===== src/rtl/vga_sync_module.sv =====
// VGA sync timing generator: free-running horizontal/vertical counters with
// registered sync, display-ready and pixel-address outputs.
module vga_sync_module #(
  parameter int unsigned H_VISIBLE   = 800,
  parameter int unsigned H_FRONT     = 56,
  parameter int unsigned H_SYNC      = 120,
  parameter int unsigned H_BACK      = 64,
  parameter int unsigned V_VISIBLE   = 600,
  parameter int unsigned V_FRONT     = 37,
  parameter int unsigned V_SYNC      = 6,
  parameter int unsigned V_BACK      = 23,
  parameter logic        SYNC_ACTIVE = 1'b1
) (
  input  logic        CLK,
  input  logic        RSTn,
  output logic        HSYNC_Sig,
  output logic        VSYNC_Sig,
  output logic        Ready_Sig,
  output logic [10:0] Column_Addr_Sig,
  output logic [10:0] Row_Addr_Sig,
  output logic        Frame_Start_Sig
);

  localparam int unsigned CNT_W   = 11;
  localparam int unsigned H_TOTAL = H_VISIBLE + H_FRONT + H_SYNC + H_BACK;
  localparam int unsigned V_TOTAL = V_VISIBLE + V_FRONT + V_SYNC + V_BACK;

  localparam logic [CNT_W-1:0] H_LAST       = CNT_W'(H_TOTAL - 1);
  localparam logic [CNT_W-1:0] H_VIS        = CNT_W'(H_VISIBLE);
  localparam logic [CNT_W-1:0] H_SYNC_BEGIN = CNT_W'(H_VISIBLE + H_FRONT);
  localparam logic [CNT_W-1:0] H_SYNC_END   = CNT_W'(H_VISIBLE + H_FRONT + H_SYNC);
  localparam logic [CNT_W-1:0] V_LAST       = CNT_W'(V_TOTAL - 1);
  localparam logic [CNT_W-1:0] V_VIS        = CNT_W'(V_VISIBLE);
  localparam logic [CNT_W-1:0] V_SYNC_BEGIN = CNT_W'(V_VISIBLE + V_FRONT);
  localparam logic [CNT_W-1:0] V_SYNC_END   = CNT_W'(V_VISIBLE + V_FRONT + V_SYNC);

  logic [CNT_W-1:0] h_cnt;
  logic [CNT_W-1:0] v_cnt;
  logic             ready_c;
  logic             hsync_c;
  logic             vsync_c;
  logic             frame_start_c;

  // Pixel/line counters; row advances only when the column wraps.
  always_ff @(posedge CLK) begin
    if (!RSTn) begin
      h_cnt <= '0;
      v_cnt <= '0;
    end else if (h_cnt == H_LAST) begin
      h_cnt <= '0;
      v_cnt <= (v_cnt == V_LAST) ? '0 : v_cnt + CNT_W'(1);
    end else begin
      h_cnt <= h_cnt + CNT_W'(1);
    end
  end

  // Region decode of the current counter position.
  always_comb begin
    ready_c       = (h_cnt < H_VIS) && (v_cnt < V_VIS);
    hsync_c       = (h_cnt >= H_SYNC_BEGIN) && (h_cnt < H_SYNC_END);
    vsync_c       = (v_cnt >= V_SYNC_BEGIN) && (v_cnt < V_SYNC_END);
    frame_start_c = (h_cnt == '0) && (v_cnt == '0);
  end

  // Registered outputs, one clock behind the counters; addresses zeroed in blanking.
  always_ff @(posedge CLK) begin
    if (!RSTn) begin
      HSYNC_Sig       <= ~SYNC_ACTIVE;
      VSYNC_Sig       <= ~SYNC_ACTIVE;
      Ready_Sig       <= 1'b0;
      Column_Addr_Sig <= '0;
      Row_Addr_Sig    <= '0;
      Frame_Start_Sig <= 1'b0;
    end else begin
      HSYNC_Sig       <= hsync_c ? SYNC_ACTIVE : ~SYNC_ACTIVE;
      VSYNC_Sig       <= vsync_c ? SYNC_ACTIVE : ~SYNC_ACTIVE;
      Ready_Sig       <= ready_c;
      Column_Addr_Sig <= ready_c ? h_cnt : '0;
      Row_Addr_Sig    <= ready_c ? v_cnt : '0;
      Frame_Start_Sig <= frame_start_c;
    end
  end

endmodule


===== config.mk =====
export PLATFORM = sky130hd
export DESIGN_NAME = vga_sync_module
export DESIGN_NICKNAME = d
export VERILOG_FILES = /design/src/rtl/vga_sync_module.sv
export SDC_FILE = /design/constraint.sdc
export NUM_CORES = 1
export LEC_CHECK = 0
export ABC_CLOCK_PERIOD_IN_PS = 2450
export CAP_MARGIN = 5
export CELL_PAD_IN_SITES_DETAIL_PLACEMENT = 0
export CELL_PAD_IN_SITES_GLOBAL_PLACEMENT = 1
export CORE_UTILIZATION = 42
export CTS_BUF_LIST = sky130_fd_sc_hd__clkbuf_4
export CTS_CLUSTER_DIAMETER = 80
export DETAILED_ROUTE_END_ITERATION = 12
export PLACE_DENSITY = 0.85
export SLEW_MARGIN = 20
export SYNTH_ARGS = -nofsm -noshare
export SYNTH_HDL_FRONTEND = slang
export SYNTH_SLANG_ARGS = --single-unit

===== constraint.sdc =====
create_clock -name CLK -period 2.45 [get_ports CLK]
set_input_delay 0.245 -clock CLK [delete_from_list [all_inputs] [get_ports CLK]]
set_output_delay 0.245 -clock CLK [all_outputs]
set_load 0.005 [all_outputs]

==> results.sh, run 1 <==
export IMPL_die_x_um=69.05
export IMPL_crit_start="h_cnt[0]"
export IMPL_wl_mm=3.633
export IMPL_clock_sink_count=48
export IMPL_antenna_cells=0
export IMPL_grt_start_max_net_pins=15
export IMPL_core_area_um2=4324
export IMPL_cts_root_buf="clkbuf_4"
export IMPL_criticalPathCategory="reg2reg"
export IMPL_grt_pass1_vias=1358
export IMPL_finalPower_uw=1307
export IMPL_synthTopCellsByArea="dfxtp_1 (51%), and2_1 (4.6%), nor2_1 (3.4%), ha_1 (3.3%), xnor2_1 (3.2%)"
export IMPL_clk_latency_ns=0.35
export IMPL_viasPerCell=5.279
export IMPL_ant_nets=0
export IMPL_num_vias=1478
export IMPL_ys_warn_count=0
export IMPL_ir_worst_vdd_mv=0.2208
export IMPL_outcome="complete, no violations"
export IMPL_setup_viol=0
export IMPL_multi_input_area_um2=869.6
export IMPL_crit_path_max_fanout=10
export IMPL_seq_area_um2=960.9
export IMPL_fin_nets=234
export IMPL_cts_buffers=5
export IMPL_cts_resized=0
export IMPL_hold_class="reg2reg"
export IMPL_fin_skew_ns=0.007714
export IMPL_die_area_um2=4767
export IMPL_slew_headroom_pct=60.87
export IMPL_synth_top_area_share_pct=50.89
export IMPL_dp_hpwl_mm=2.656
export IMPL_grt_overflow=0
export IMPL_io_pins=28
export IMPL_synth_most_common_cell="dfxtp_1"
export IMPL_place_congestion=0.8295
export IMPL_postLayoutCoreUtil_pct=53.07
export IMPL_cts_setup_buffers=0
export IMPL_synth_cell_types=35
export IMPL_antenna_found_initial=0
export IMPL_final_setup_tns_ns=0
export IMPL_rows=24
export IMPL_fin_crit_sh_pct=79.29
export IMPL_synth_common_cells="dfxtp_1 (48), nor2_1 (17), and2_1 (14)"
export IMPL_drc=0
export IMPL_clockBufferDepth=2
export IMPL_arrival_ns=2.18
export IMPL_worstReg2RegStart="h_cnt[0]"
export IMPL_layout_drive_gt1_share_pct=6.579
export IMPL_start_util_pct=43.66
export IMPL_syn_area_um2=1888
export IMPL_syn_to_final_growth_pct=21.54
export IMPL_reg2reg_depth=5
export IMPL_power_density_nw_per_um2=569.5
export IMPL_critPathCaptureType="flop"
export IMPL_r2r_end="v_cnt[0]"
export IMPL_fin_crit_ns=1.943
export IMPL_grt_pass1_wl_mm=6.368
export IMPL_hold_viol=0
export IMPL_synth_cells=197
export IMPL_cts_tree="done"
export IMPL_rsz0062_at_grt="no"
export IMPL_async_flop_share_pct=0
export IMPL_dr_pass1_iters=4
export IMPL_worst_slew_pin_slew_ns=0.5850
export IMPL_synth_seq_cells=48
export IMPL_holdBufCountCts=0
export IMPL_avgSynthCellArea_um2=9.584
export IMPL_max_freq_mhz=514.8
export IMPL_r2r_slack_ns=0.51
export IMPL_slew_violations=0
export IMPL_grt_use_total_pct=16.51
export IMPL_die_h_um=69.05
export IMPL_place_port_buffers=27
export IMPL_power_leakage_uw=0.0008390
export IMPL_cp_start_kind="flop"
export IMPL_endpoint="v_cnt[0]"
export IMPL_fillers=405
export IMPL_yosysTopAreaCell="dfxtp_1"
export IMPL_cts_htree_levels=2
export IMPL_drt_iter0_drc=115
export IMPL_required_ns=2.69
export IMPL_synth_edff_count=0
export IMPL_synth_ff_type="dfxtp_1"
export IMPL_ys_seq_area_share_pct=50.89
export IMPL_detail_route_wl_per_cell_um=12.98
export IMPL_cap_violations=0
export IMPL_path_clk_slew_ns=0.13
## registers in the layout, summed over array words and instances (netlist names)
signal	flops
Column_Addr_Sig	11
Row_Addr_Sig	11
h_cnt	11
v_cnt	11
Frame_Start_Sig	1
HSYNC_Sig	1
Ready_Sig	1
VSYNC_Sig	1
## worst min-delay path by stage
stage	start	to	slack, ns	depth (start not counted)
2_1_floorplan	RSTn	h_cnt[1]	0.39	1
3_3_place_gp	h_cnt[0]	h_cnt[0]	0.44	1
3_5_place_dp	h_cnt[0]	h_cnt[0]	0.46	1
4_1_cts	h_cnt[0]	h_cnt[0]	0.49	1
5_1_grt	h_cnt[0]	h_cnt[0]	0.51	1
6_report	h_cnt[0]	h_cnt[0]	0.48	1
## area by class of cell
cell class              instances  area share, %
flip-flops and latches         48          41.88
clock buffers                   6          1.963
clock inverters                 2          1.527
well taps                      52          2.835
repair buffers                 30          12.76
multi-input cells             135          37.90
inverters                       7          1.145
## power breakdown
part,switching [uW],internal (uW),total (uW)
registers,5.88,792,797
logic,22.8,25.3,48.2
clock network,236,225,461
## critical path, stage by stage, from the launching register on
cell     delay, ns
dfxtp_1       0.40
ha_1          0.19
and3_1        0.29
nand4_4       0.17
o41ai_4       0.66
nor2_1        0.11
## cell usage in the layout, fill, tap and decap left out, types with 6 or more instances in the layout
master	synthesis	layout
inv_1	7	7
clkbuf_4	0	6
xnor2_1	7	7
clkdlybuf4s50_1	0	27
and2_1	14	14
o21ai_0	10	10
nor2_1	17	17
a21oi_1	10	10
nand3_1	6	6
or3_1	8	8
dfxtp_1	48	48
nand4_1	7	7
nand2_1	10	10
nor3_1	9	9
## per-stage QoR
step	instance area, um2	worst slack (ns)	cells	hold WS (ns)
finish	2295	0.5075	280	0.4810
detailed placement	2215	0.4975	272	0.4575
CTS	2295	0.4741	280	0.4881
global placement	2215	0.5867	272	0.4421
floorplan	1892	0.6571	198	0.3909
global route	2295	0.3180	280	0.5061
## kinds of logic (layout without fill, tap and decap cells)
family / Yosys count / count (layout) / synth area share, %
and+or+nand+nor: 90 / 90 / 27.97
DFF: 48 / 48 / 50.89
AOI/OAI and AO/OA: 27 / 27 / 9.213
buffers and inverters: 15 / 45 / 3.247
xor gates and xnor gates: 10 / 10 / 4.639
adders and majority gates: 5 / 5 / 3.313
other: 1 / 2 / 0.1986
muxes: 1 / 1 / 0.5302
## metal layers
metal	track usage, %	wire [um]	share of wire [%]
met5	0	0	0
met4	5.442	54	1.5
met3	4.094	201	5.5
met2	24.70	1598	44
met1	23.24	1780	49
No activity file was read; power rests on OpenSTA's default activity.
==> inputs of run 2 (changes only) <==
--- a/config.mk
+++ b/config.mk
@@ -5,7 +5,7 @@
 export SDC_FILE = /design/constraint.sdc
 export NUM_CORES = 1
 export LEC_CHECK = 0
-export ABC_CLOCK_PERIOD_IN_PS = 2450
+export ABC_CLOCK_PERIOD_IN_PS = 2000
 export CAP_MARGIN = 5
 export CELL_PAD_IN_SITES_DETAIL_PLACEMENT = 0
 export CELL_PAD_IN_SITES_GLOBAL_PLACEMENT = 1
==> constraint.sdc (replaced) <==
create_clock -name CLK -period 2 [get_ports CLK]
set_input_delay 0.2 -clock CLK [delete_from_list [all_inputs] [get_ports CLK]]
set_output_delay 0.2 -clock CLK [all_outputs]
set_load 0.005 [all_outputs]
==> results.sh, run 2 (synthesis gave the netlist of run 1 again) <==
export IMPL_outcome="complete, no violations"
export IMPL_grt_start_max_net_pins=15
export IMPL_drt_iter0_drc=99
export IMPL_die_h_um=69.05
export IMPL_crit_chain="ha_1 > and3_1 > buf_4 > nand4_1 > or4_1 > a21oi_1"
export IMPL_drc=0
export IMPL_hold_class="reg2reg"
export IMPL_holdBufCountCts=0
export IMPL_fin_crit_sh_pct=92.06
export IMPL_clk_latency_ns=0.37
export IMPL_fin_skew_ns=0.005683
export IMPL_r2r_slack_ns=0.16
export IMPL_grt_pass1_vias=1389
export IMPL_path_clk_slew_ns=0.13
export IMPL_max_freq_mhz=543.2
export IMPL_slew_violations=0
export IMPL_postLayoutCoreUtil_pct=54.83
export IMPL_grt_overflow=0
export IMPL_grt_pass1_wl_mm=6.617
export IMPL_clockBufferDepth=2
export IMPL_start_util_pct=43.66
export IMPL_cap_violations=0
export IMPL_dr_pass1_iters=4
export IMPL_cts_root_buf="clkbuf_4"
export IMPL_cts_htree_levels=2
export IMPL_power_leakage_uw=0.0008890
export IMPL_ir_worst_vdd_mv=0.2740
export IMPL_ant_nets=0
export IMPL_place_port_buffers=27
export IMPL_dp_hpwl_mm=2.736
export IMPL_final_setup_tns_ns=0
export IMPL_critPathCaptureType="flop"
export IMPL_crit_buf_inv=1
export IMPL_rsz0062_at_grt="no"
export IMPL_cp_start_kind="flop"
export IMPL_viasPerCell=5.238
export IMPL_design_area_um2=2371
export IMPL_cpPeakStageDelay_ns=0.47
export IMPL_syn_to_final_growth_pct=25.58
export IMPL_rows=24
export IMPL_layout_drive_gt1_share_pct=10.50
export IMPL_clock_sink_count=48
export IMPL_dpl_worst_slack_ns=0.1937
export IMPL_core_area_um2=4324
export IMPL_required_ns=2.31
export IMPL_arrival_ns=2.15
export IMPL_mostFrequentLayoutCell="dfxtp_1"
export IMPL_crit_path_max_fanout=7
export IMPL_place_congestion=0.7801
export IMPL_criticalPathCategory="reg2reg"
export IMPL_slowest_stage="or4_1"
export IMPL_setup_ws_ns=0.1589
export IMPL_antenna_found_initial=0
export IMPL_detail_route_wl_per_cell_um=12.72
export IMPL_cts_buffers=5
export IMPL_power_density_nw_per_um2=684.3
export IMPL_cp_top_family="simple AND/OR/NAND/NOR gates"
export IMPL_finalHoldWorstSlack_ns=0.4987
export IMPL_wl_mm=3.689
export IMPL_layout_common_cells="dfxtp_1 (48), clkdlybuf4s50_1 (27), nor2_1 (17), and2_1 (14), buf_4 (13)"
export IMPL_grt_use_total_pct=17.52
export IMPL_die_x_um=69.05
export IMPL_num_vias=1519
export IMPL_fin_crit_ns=1.841
export IMPL_fin_nets=244
export IMPL_cts_tree="done"
export IMPL_placed_area_um2=2275
export IMPL_die_area_um2=4767
export IMPL_setup_viol=0
export IMPL_hold_viol=0
export IMPL_antenna_cells=0
export IMPL_io_pins=28
[run 2: final cells by class]
type,instances,area [um2]
clock buffers,6,45.04
well taps,52,65.06
fillers,402,1953
flip-flops and latches,48,960.9
multi-input cells,135,870.8
inverters,7,26.28
clock inverters,2,35.03
repair buffers,40,367.9
[run 2: timing repair]
item	4_1_cts	5_1_grt
setup buffers	0	2
setup endpoints to repair	0	2
gates resized for setup	0	1
[run 2: per-layer routing]
metal	global-route usage (%)	wire length (um)	share of wire [%]
met3	4.386	250	6.8
met4	6.122	73	2.0
met1	24.86	1709	46
met2	25.78	1656	45
met5	0	0	0
[run 2: power breakdown]
| part | internal (uW) | switching (uW) |
|---|---|---|
| Combinational | 35.3 | 30.6 |
| Sequential | 970 | 6.71 |
| Clock | 276 | 304 |
| Total | 1280 | 342 |
[run 2: final timing paths]
kind	from	endpoint	depth (start not counted)
worst min-delay path	h_cnt[0]	h_cnt[0]	1
worst max register to register	h_cnt[0]	v_cnt[4]	6
worst min register to register	h_cnt[0]	h_cnt[0]	1
worst max-delay path	h_cnt[0]	v_cnt[4]	6
[run 2: stage by stage]
stage                     std cells  power (uW)
after floorplan                 198        1026
after CTS                       288        1633
final                           290        1622
after global placement          280        1062
after global routing            290        1681
after detailed placement        280        1064
==> inputs of run 3 (changes only) <==
--- a/config.mk
+++ b/config.mk
@@ -13,7 +13,7 @@
 export CTS_BUF_LIST = sky130_fd_sc_hd__clkbuf_4
 export CTS_CLUSTER_DIAMETER = 80
 export DETAILED_ROUTE_END_ITERATION = 12
-export PLACE_DENSITY = 0.85
+export PLACE_DENSITY = 0.81
 export SLEW_MARGIN = 20
 export SYNTH_ARGS = -nofsm -noshare
 export SYNTH_HDL_FRONTEND = slang
==> results.sh, run 3 (synthesis gave the netlist of run 1 again) <==
export IMPL_num_vias=1502
export IMPL_cp_start_kind="flop"
export IMPL_crit_chain="ha_1 > and3_2 > nand4_1 > or3_1 > a21oi_1"
export IMPL_dr_wl_met2_mm=1.645
export IMPL_fin_crit_ns=1.779
export IMPL_final_setup_tns_ns=0
export IMPL_io_pins=28
export IMPL_grt_pass1_wl_mm=6.472
export IMPL_critPathCaptureType="flop"
export IMPL_dp_hpwl_mm=2.765
export IMPL_fin_skew_ns=0.006576
export IMPL_reg2reg_depth=5
export IMPL_wl_met1_mm=1.861
export IMPL_path_clk_slew_ns=0.14
export IMPL_die_area_um2=4767
export IMPL_min_to="h_cnt[0]"
export IMPL_max_freq_mhz=562.0
export IMPL_required_ns=2.30
export IMPL_outcome="complete, no violations"
export IMPL_ant_nets=0
export IMPL_detail_route_wl_per_cell_um=13.01
export IMPL_die_h_um=69.05
export IMPL_cpPeakStageDelay_ns=0.44
export IMPL_criticalPathCategory="reg2reg"
export IMPL_hp_start="h_cnt[0]"
export IMPL_die_x_um=69.05
export IMPL_power_leakage_uw=0.0008848
export IMPL_rows=24
export IMPL_ir_worst_vdd_mv=0.3529
export IMPL_finalPower_uw=1611
export IMPL_slew_violations=0
export IMPL_layout_common_cells="dfxtp_1 (47), clkdlybuf4s50_1 (27), nor2_1 (17), and2_1 (14), buf_4 (13)"
export IMPL_cap_violations=0
export IMPL_slowest_stage="or3_1"
export IMPL_r2r_end="v_cnt[9]"
export IMPL_clk_latency_ns=0.36
export IMPL_wl_met3_um=201
export IMPL_r2r_slack_ns=0.22
export IMPL_cts_tree="done"
export IMPL_place_port_buffers=27
export IMPL_viasPerCell=5.179
export IMPL_grt_overflow=0
export IMPL_arrival_ns=2.08
export IMPL_grt_use_total_pct=17.30
export IMPL_start_util_pct=43.66
export IMPL_place_congestion=0.8164
export IMPL_core_area_um2=4324
export IMPL_fin_nets=244
export IMPL_hold_class="reg2reg"
export IMPL_wl_mm=3.773
export IMPL_cts_setup_buffers=0
export IMPL_crit_start="h_cnt[0]"
export IMPL_cts_htree_levels=2
export IMPL_setup_viol=0
export IMPL_crit_path_max_fanout=7
export IMPL_fin_crit_sh_pct=88.96
export IMPL_clockBufferDepth=2
export IMPL_antenna_cells=0
export IMPL_holdPathStages=1
export IMPL_dr_pass1_iters=4
export IMPL_power_density_nw_per_um2=679.2
export IMPL_worstReg2RegStart="h_cnt[0]"
export IMPL_dr_max_layer_used="met4"
export IMPL_clock_sink_count=48
export IMPL_syn_to_final_growth_pct=25.65
export IMPL_grt_start_max_net_pins=16
export IMPL_layout_drive_gt1_share_pct=11.34
export IMPL_hold_viol=0
export IMPL_drc=0
export IMPL_setup_ws_ns=0.2207
export IMPL_drt_iter0_drc=125
export IMPL_cts_buffers=5
export IMPL_cts_root_buf="clkbuf_4"
export IMPL_antenna_found_initial=0
export IMPL_dpl_worst_slack_ns=0.1745
export IMPL_rsz0062_at_grt="no"
export IMPL_mostFrequentLayoutCell="dfxtp_1"
export IMPL_grt_pass1_vias=1333
export IMPL_postLayoutCoreUtil_pct=54.86
==> run 3: worst max-delay path by stage <==
stage / slack [ns] / cells after the start / to
2_1_floorplan: 0.21 / 6 / v_cnt[0]
3_3_place_gp: 0.25 / 5 / v_cnt[7]
3_5_place_dp: 0.17 / 5 / v_cnt[9]
4_1_cts: 0.13 / 5 / v_cnt[9]
5_1_grt: 0.03 / 6 / v_cnt[6]
6_report: 0.22 / 5 / v_cnt[9]
==> run 3: timing repair <==
item / CTS / global route
gates resized for setup: 0 / 2
endpoints found under the setup margin: 0 / 3
hold buffers: 0 / 0
==> run 3: area by class of cell <==
cell class / instances / area (um2)
timing repair buffer: 40 / 367.9
fill: 407 / 1952
clock buffer: 5 / 37.54
sequential: 48 / 962.2
clock inverter: 3 / 42.54
tap: 52 / 65.06
inverter: 7 / 26.28
multi-input combinational: 135 / 870.8
==> run 3: per-layer routing <==
layer  up-vias  GRT usage (%)
met5         -              0
li1        767              -
met2        38          24.81
met4         0          7.483
met3         6          4.094
met1       691          24.68
==> run 3: report_power, final <==
part           switching [uW]  internal, uW
Sequential               7.06           970
Combinational            30.7          36.5
Clock                     306           261
Total                     344          1270
==> run 3: through the flow <==
step / hold slack, ns / area [um2] / cells
2_1_floorplan: 0.3459 / 1892 / 198
3_3_place_gp: 0.4434 / 2290 / 282
3_5_place_dp: 0.4578 / 2290 / 282
4_1_cts: 0.4900 / 2370 / 290
5_1_grt: 0.4666 / 2372 / 290
6_report: 0.4516 / 2372 / 290
==> run 3: worst max-delay path, delay by kind of cell, from the launching register on <==
family / cells / cell delay (ns)
simple gates: 3 / 1.00
fa+ha+maj: 1 / 0.19
flops: 1 / 0.38
compound gates: 1 / 0.14
